`src/rtl/rcv_frame_filter.sv`:
```
// Receive frame filter: address/type/CRC-8 check, circular payload store committed on good frames; RX_BROADCAST_EN accepts BCAST_ADDR.
// Verdict 1 cycle after rframe falls, payload out <=2 cycles after commit; pdata holds until prdy, full buffer rejects the frame.
module rcv_frame_filter #(
  parameter int          BUF_AW     = 8,
  parameter logic [7:0]  BCAST_ADDR = 8'h2A
) (
  input  logic       clk,
  input  logic       rst,
  input  logic [7:0] mac,
  input  logic [7:0] rdata,
  input  logic       rvalid,
  input  logic       rframe,
  input  logic       rerr,
  input  logic       ack_done,
  input  logic       prdy,
  output logic [7:0] pdata,
  output logic       pvalid,
  output logic       ACK_needed,
  output logic [7:0] ack_addr,
  output logic       ACK_received,
  output logic [7:0] rerrcnt
);

`ifdef RX_BROADCAST_EN
  localparam bit BCAST_EN = 1'b1;
`else
  localparam bit BCAST_EN = 1'b0;
`endif

  localparam logic [7:0] FT_DATA     = 8'h30;
  localparam logic [7:0] FT_DATA_ACK = 8'h31;
  localparam logic [7:0] FT_ACK      = 8'h33;

  typedef enum logic [2:0] {IDLE, HDR, PAYLOAD, CHECK, DROP} state_t;

  state_t state, state_n;

  logic              rframe_q;
  logic [7:0]        crc, dest, src, ftype;
  logic [15:0]       cnt;
  logic              ovf, err_seen;
  logic [BUF_AW-1:0] wr_ptr, wr_commit, rd_ptr;
  logic [7:0]        mem [0:(1<<BUF_AW)-1];

  logic rise, dest_ok, buf_full, byte_hdr, byte_pay, do_write;
  logic frame_good, type_data, to_me, commit, ack_set, ack_rx, count_err, rd_load;

  function automatic logic [7:0] crc8_next(input logic [7:0] c, input logic [7:0] d);
    logic [7:0] r;
    r = c;
    for (int i = 7; i >= 0; i--) begin
      r = (r[7] ^ d[i]) ? ((r << 1) ^ 8'h07) : (r << 1);
    end
    return r;
  endfunction

  assign rise     = rframe & ~rframe_q;
  assign dest_ok  = (rdata == mac) | (BCAST_EN & (rdata == BCAST_ADDR));
  assign buf_full = (wr_ptr + 1'b1) == rd_ptr;
  assign byte_hdr = (state == HDR) & rvalid;
  assign byte_pay = (state == PAYLOAD) & rvalid;
  assign do_write = byte_pay & ~ovf & ~buf_full;

  assign frame_good = (cnt >= 16'd4) & (crc == 8'h00) & ~err_seen & ~ovf;
  assign type_data  = (ftype == FT_DATA) | (ftype == FT_DATA_ACK);
  assign to_me      = (dest == mac);
  assign commit     = (state == CHECK) & frame_good & type_data;
  assign ack_set    = commit & (ftype == FT_DATA_ACK) & to_me;
  assign ack_rx     = (state == CHECK) & frame_good & (ftype == FT_ACK) & to_me;
  assign count_err  = (state == CHECK) & (~frame_good | ~(type_data | (ftype == FT_ACK)));
  assign rd_load    = (rd_ptr != wr_commit) & (~pvalid | prdy);

  always_ff @(posedge clk or negedge rst) begin
    if (!rst) state <= IDLE;
    else      state <= state_n;
  end

  // A bad first byte wins over a coincident rframe fall so that wrong-address frames are never counted.
  always_comb begin
    state_n = state;
    case (state)
      IDLE:    if (rise) state_n = HDR;
      HDR: begin
        if (rvalid && cnt == 16'd0 && !dest_ok) state_n = DROP;
        else if (!rframe)                       state_n = CHECK;
        else if (rvalid && cnt == 16'd2)        state_n = PAYLOAD;
      end
      PAYLOAD: if (!rframe) state_n = CHECK;
      CHECK:   state_n = IDLE;
      DROP:    if (!rframe) state_n = IDLE;
      default: state_n = IDLE;
    endcase
  end

  // rframe_q resets high so a frame already in flight at reset release is ignored.
  always_ff @(posedge clk or negedge rst) begin
    if (!rst) begin
      rframe_q  <= 1'b1;
      crc       <= 8'h00;
      cnt       <= 16'd0;
      dest      <= 8'h00;
      src       <= 8'h00;
      ftype     <= 8'h00;
      ovf       <= 1'b0;
      err_seen  <= 1'b0;
      wr_ptr    <= '0;
      wr_commit <= '0;
    end else begin
      rframe_q <= rframe;
      if (state == IDLE && rise) begin
        crc      <= 8'h00;
        cnt      <= 16'd0;
        ovf      <= 1'b0;
        err_seen <= 1'b0;
        wr_ptr   <= wr_commit;
      end
      if (state == HDR || state == PAYLOAD) err_seen <= err_seen | rerr;
      if (byte_hdr || byte_pay) begin
        crc <= crc8_next(crc, rdata);
        if (cnt != 16'hFFFF) cnt <= cnt + 16'd1;
      end
      if (byte_hdr) begin
        case (cnt)
          16'd0:   dest  <= rdata;
          16'd1:   src   <= rdata;
          16'd2:   ftype <= rdata;
          default: ;
        endcase
      end
      if (byte_pay) begin
        if (do_write) wr_ptr <= wr_ptr + 1'b1;
        else          ovf    <= 1'b1;
      end
      // The CRC byte was stored too; it is dropped by committing one short.
      if (state == CHECK) begin
        if (commit) wr_commit <= wr_ptr - 1'b1;
        else        wr_ptr    <= wr_commit;
      end
    end
  end

  always_ff @(posedge clk) begin
    if (do_write) mem[wr_ptr] <= rdata;
  end

  always_ff @(posedge clk or negedge rst) begin
    if (!rst) begin
      ACK_needed   <= 1'b0;
      ack_addr     <= 8'h00;
      ACK_received <= 1'b0;
      rerrcnt      <= 8'h00;
    end else begin
      ACK_received <= ack_rx;
      if (ack_set) begin
        ACK_needed <= 1'b1;
        ack_addr   <= src;
      end else if (ack_done) begin
        ACK_needed <= 1'b0;
      end
      if (count_err && rerrcnt != 8'hFF) rerrcnt <= rerrcnt + 8'd1;
    end
  end

  // Output register: refilled whenever empty or being consumed.
  always_ff @(posedge clk or negedge rst) begin
    if (!rst) begin
      pdata  <= 8'h00;
      pvalid <= 1'b0;
      rd_ptr <= '0;
    end else if (rd_load) begin
      pdata  <= mem[rd_ptr];
      pvalid <= 1'b1;
      rd_ptr <= rd_ptr + 1'b1;
    end else if (prdy) begin
      pvalid <= 1'b0;
    end
  end

endmodule

```
`config.mk`:
```
export PLATFORM = sky130hd
export DESIGN_NAME = rcv_frame_filter
export DESIGN_NICKNAME = d
export VERILOG_FILES = /design/src/rtl/rcv_frame_filter.sv
export SDC_FILE = /design/constraint.sdc
export NUM_CORES = 2
export LEC_CHECK = 0
export ABC_AREA = 1
export CORE_UTILIZATION = 60
export DETAILED_ROUTE_END_ITERATION = 10
export HOLD_SLACK_MARGIN = 0.1
export PLACE_DENSITY = 0.75
export SLEW_MARGIN = 0
export SYNTH_ARGS = -nofsm -noshare
export SYNTH_HDL_FRONTEND = slang
export SYNTH_SLANG_ARGS = --single-unit
export TNS_END_PERCENT = 20
```
`constraint.sdc`:
```
create_clock -name clk -period 5.6 [get_ports clk]
set_input_delay 0.56 -clock clk [delete_from_list [all_inputs] [get_ports clk]]
set_output_delay 0.56 -clock clk [all_outputs]
set_load 0.01 [all_outputs]
```
==> flow_summary.toml <==
[yosys]
async_flop_share = 0.0488
avgSynthCellArea_sq_um = 11.3
syn_nets = 7860
synth.distinct_cells = 48
synth_edf_count = 2048
yosysSeqAreaShare = 0.725
syn_inst = 7826
synth_warnings = 0
netlist_area_sq_mm = 0.0885
synth-main-ff-cell = "edfxtp_1"
ys_seq_elements = 2153

[timing]
finalCriticalPeriod_ns = 4.36
finalHoldViolations = 0
hold_slack_ns = 0.195
fin_setup_tns_ns = 0
fin_skew_ns = 0.0283
fmax_mhz = 229
period_share = 0.779
finalSetupViolations = 0
drv_slew = 0
rsz0062_at_grt = "false"
worst_slew_margin_rel = 0.0743
worst_pin_slew_ns = 1.38

[worst_setup_path]
critPathArrivalTime_ns = 4.84
worstSetupPathType = "register to register"
worstReg2RegStart = "rd_ptr[1]"
r2r_cells = 11
crit_fanout = 76
cp_data_required_time_ns = 6.08
worst_setup_path_start_kind = "register"
end_kind = "register"
crit_path_start = "rd_ptr[1]"

[min_path]
hp-start = "rdata[5]"
holdPathStages = 1
hp-class = "input port to register"

[routing]
initialDrtViolationCount = 7940
dr.pass1.iters = 6
ant_nets = 0
vias = 59500
vias_per_cell = 6.09
wirelength_microns = 235000
drc = 0
avgRoutedWirePerCell_microns = 24.1

[grt]
grt_max_degree = 215
grt-ovfl-total = 0
grt_usage = 0.318
grtUsageMet2 = 0.494
grt_pass1_vias = 57200
gr-usage-met3 = 0.0658
grt_pass1_wl_microns = 351000
grt-busiest-layer = "met2"
met1_usage = 0.439
antenna_found_initial = 2

[clocking]
cts_hold_buf = 1
clk_latency_ns = 0.86
clockBufferDepth = 3
postCtsResizedCells = 0
htree_num_levels = 4
cts_root_buf = "clkbuf_16"
cts_made_buffers = 205
clkTransAtPathRegs_ns = 0.06
cts_tree = "built"
cts_setup_buffers = 0
numClockSinks = 2153

[power]
leakage_uw = 0.0352
power_density_mw_per_mm2 = 494
ir_drop_v = 0.000515

[layout]
nets = 7712
filler_cell_count = 10600
drive_gt1_frac = 0.0553
areaGrowthSynthToFinish_pct = 9.61

[floorplan]
rows = 140
boundaryPins = 50
initial_core_util = 0.606
die_w_microns = 386
fp.dieArea_sq_mm = 0.149
die_h_microns = 386
core_sq_mm = 0.146

[placement]
gp_congestion = 0.973
dpl.hpwl_microns = 130000
port_buffers = 49

[run_status]
status = "completed"

[flow_run]
drv_cap = 0
==> worst max-delay path, cell delays in order (launching register included) <==
cell,delay [ns]
dfrtp_4,0.71
inv_8,0.50
nand2_1,0.11
nand4_1,0.13
nor2_1,0.06
nand3_1,0.09
nor2_2,0.07
nand3b_4,0.15
nand2_8,0.15
nor2_4,0.18
nand2_2,0.81
nor2_1,0.97
==> layout by cell type, fill, tap and decap left out, types with 44 or more instances in the layout <==
cell type and count:
edfxtp_1 2048, buf_4 45, clkbuf_1 44, nand2_1 2955
o21ai_0 62, dfrtp_1 99, clkinv_1 51, clkbuf_16 211
nor2_1 294, inv_1 80, a21oi_1 251, nand3_1 1354
==> registers in the layout (all words and copies together), names as in the netlist <==
name / count
ftype: 8
pdata: 8
cnt: 16
src: 8
wr_commit: 8
crc: 8
ack_addr: 8
state: 3
pvalid: 1
mem: 2048
ACK_needed: 1
err_seen: 1
rerrcnt: 8
wr_ptr: 8
ACK_received: 1
rd_ptr: 8
ovf: 1
rframe_q: 1
dest: 8
==> layer usage <==
layer	vias to the layer above	routed length (microns)
li1	26800	-
met1	28700	90400
met2	3453	109000
met3	589	25700
met4	4	10300
met5	-	27
==> final timing paths <==
path	endpoint	slack, ns
max reg2reg	mem[58][7]	1.24
max in group asynchronous	rd_ptr[1]	3.94
min	mem[32][5]	0.20
min in group asynchronous	dest[3]	0.32
min reg2reg	ack_addr[1]	0.47
max	mem[58][7]	1.24
==> synth_stat cells, types with 2 or more instances <==
cell	number	area share
nand2_1	2965	0.13
edfxtp_1	2048	0.69
nand3_1	1354	0.077
clkbuf_1	353	0.015
nor2_1	295	0.013
a21oi_1	251	0.014
dfrtp_1	104	0.029
inv_1	82	0.0035
o21ai_0	62	0.0035
buf_2	51	0.0029
buf_1	48	0.0020
xor2_1	35	0.0035
nor2_2	31	0.0022
xnor2_1	30	0.0030
buf_4	14	0.0012
nor3_1	12	0.00068
ha_1	11	0.0016
nand4_1	11	0.00078
o211ai_1	9	0.00076
a21boi_0	7	0.00059
clkinv_1	6	0.00025
inv_2	5	0.00021
nor2_4	5	0.00064
nor4_1	4	0.00028
nand3_4	3	0.00059
a32o_1	2	0.00023
and3_1	2	0.00014
buf_6	2	0.00025
nand2_2	2	0.00014
nand3b_1	2	0.00017
nor3b_1	2	0.00017
or2_2	2	0.00014
==> power breakdown <==
part / total (uW) / switching [uW] / internal, uW
registers: 18400 / 518 / 17900
clock network: 13800 / 5960 / 7840
logic: 15700 / 11700 / 4090
==> cell families after synthesis <==
family | after synthesis | synth area share
AND/OR/NAND/NOR | 4694 | 0.221
flip-flops | 2153 | 0.725
buffers and inverters | 564 | 0.0259
AO/OA/AOI/OAI | 338 | 0.0199
XOR/XNOR | 66 | 0.00669
adder cells (fa/ha/maj) | 11 | 0.00156
==> through the flow <==
| step | utilization | std cells | worst slack [ns] | area [sq um] | power [uW] |
|---|---|---|---|---|---|
| 2_1_floorplan | - | 7826 | 2.78 | 88500 | 28500 |
| 3_3_place_gp | 0.618 | 9387 | 1.57 | 90300 | 33800 |
| 3_5_place_dp | 0.618 | 9387 | 1.38 | 90300 | 34000 |
| 4_1_cts | 0.664 | 9764 | 1.38 | 97000 | 47600 |
| 5_1_grt | 0.664 | 9764 | 1.10 | 97000 | 49800 |
| 6_report | 0.664 | 9769 | 1.24 | 97000 | 47900 |
==> final cells by class <==
cell class                      instances  area (sq um)  share of cell area
Sequential cell                      2153         64100               0.661
Multi-Input combinational cell       5109         22100               0.228
Clock buffer                          257          5470              0.0564
Tap cell                             1917          2400              0.0247
Timing Repair Buffer                  115          1290              0.0133
Clock inverter                        119          1180              0.0121
Inverter                               94           395             0.00408
Antenna cell                            5          12.5            0.000129
(Power assumes the default switching activity.)
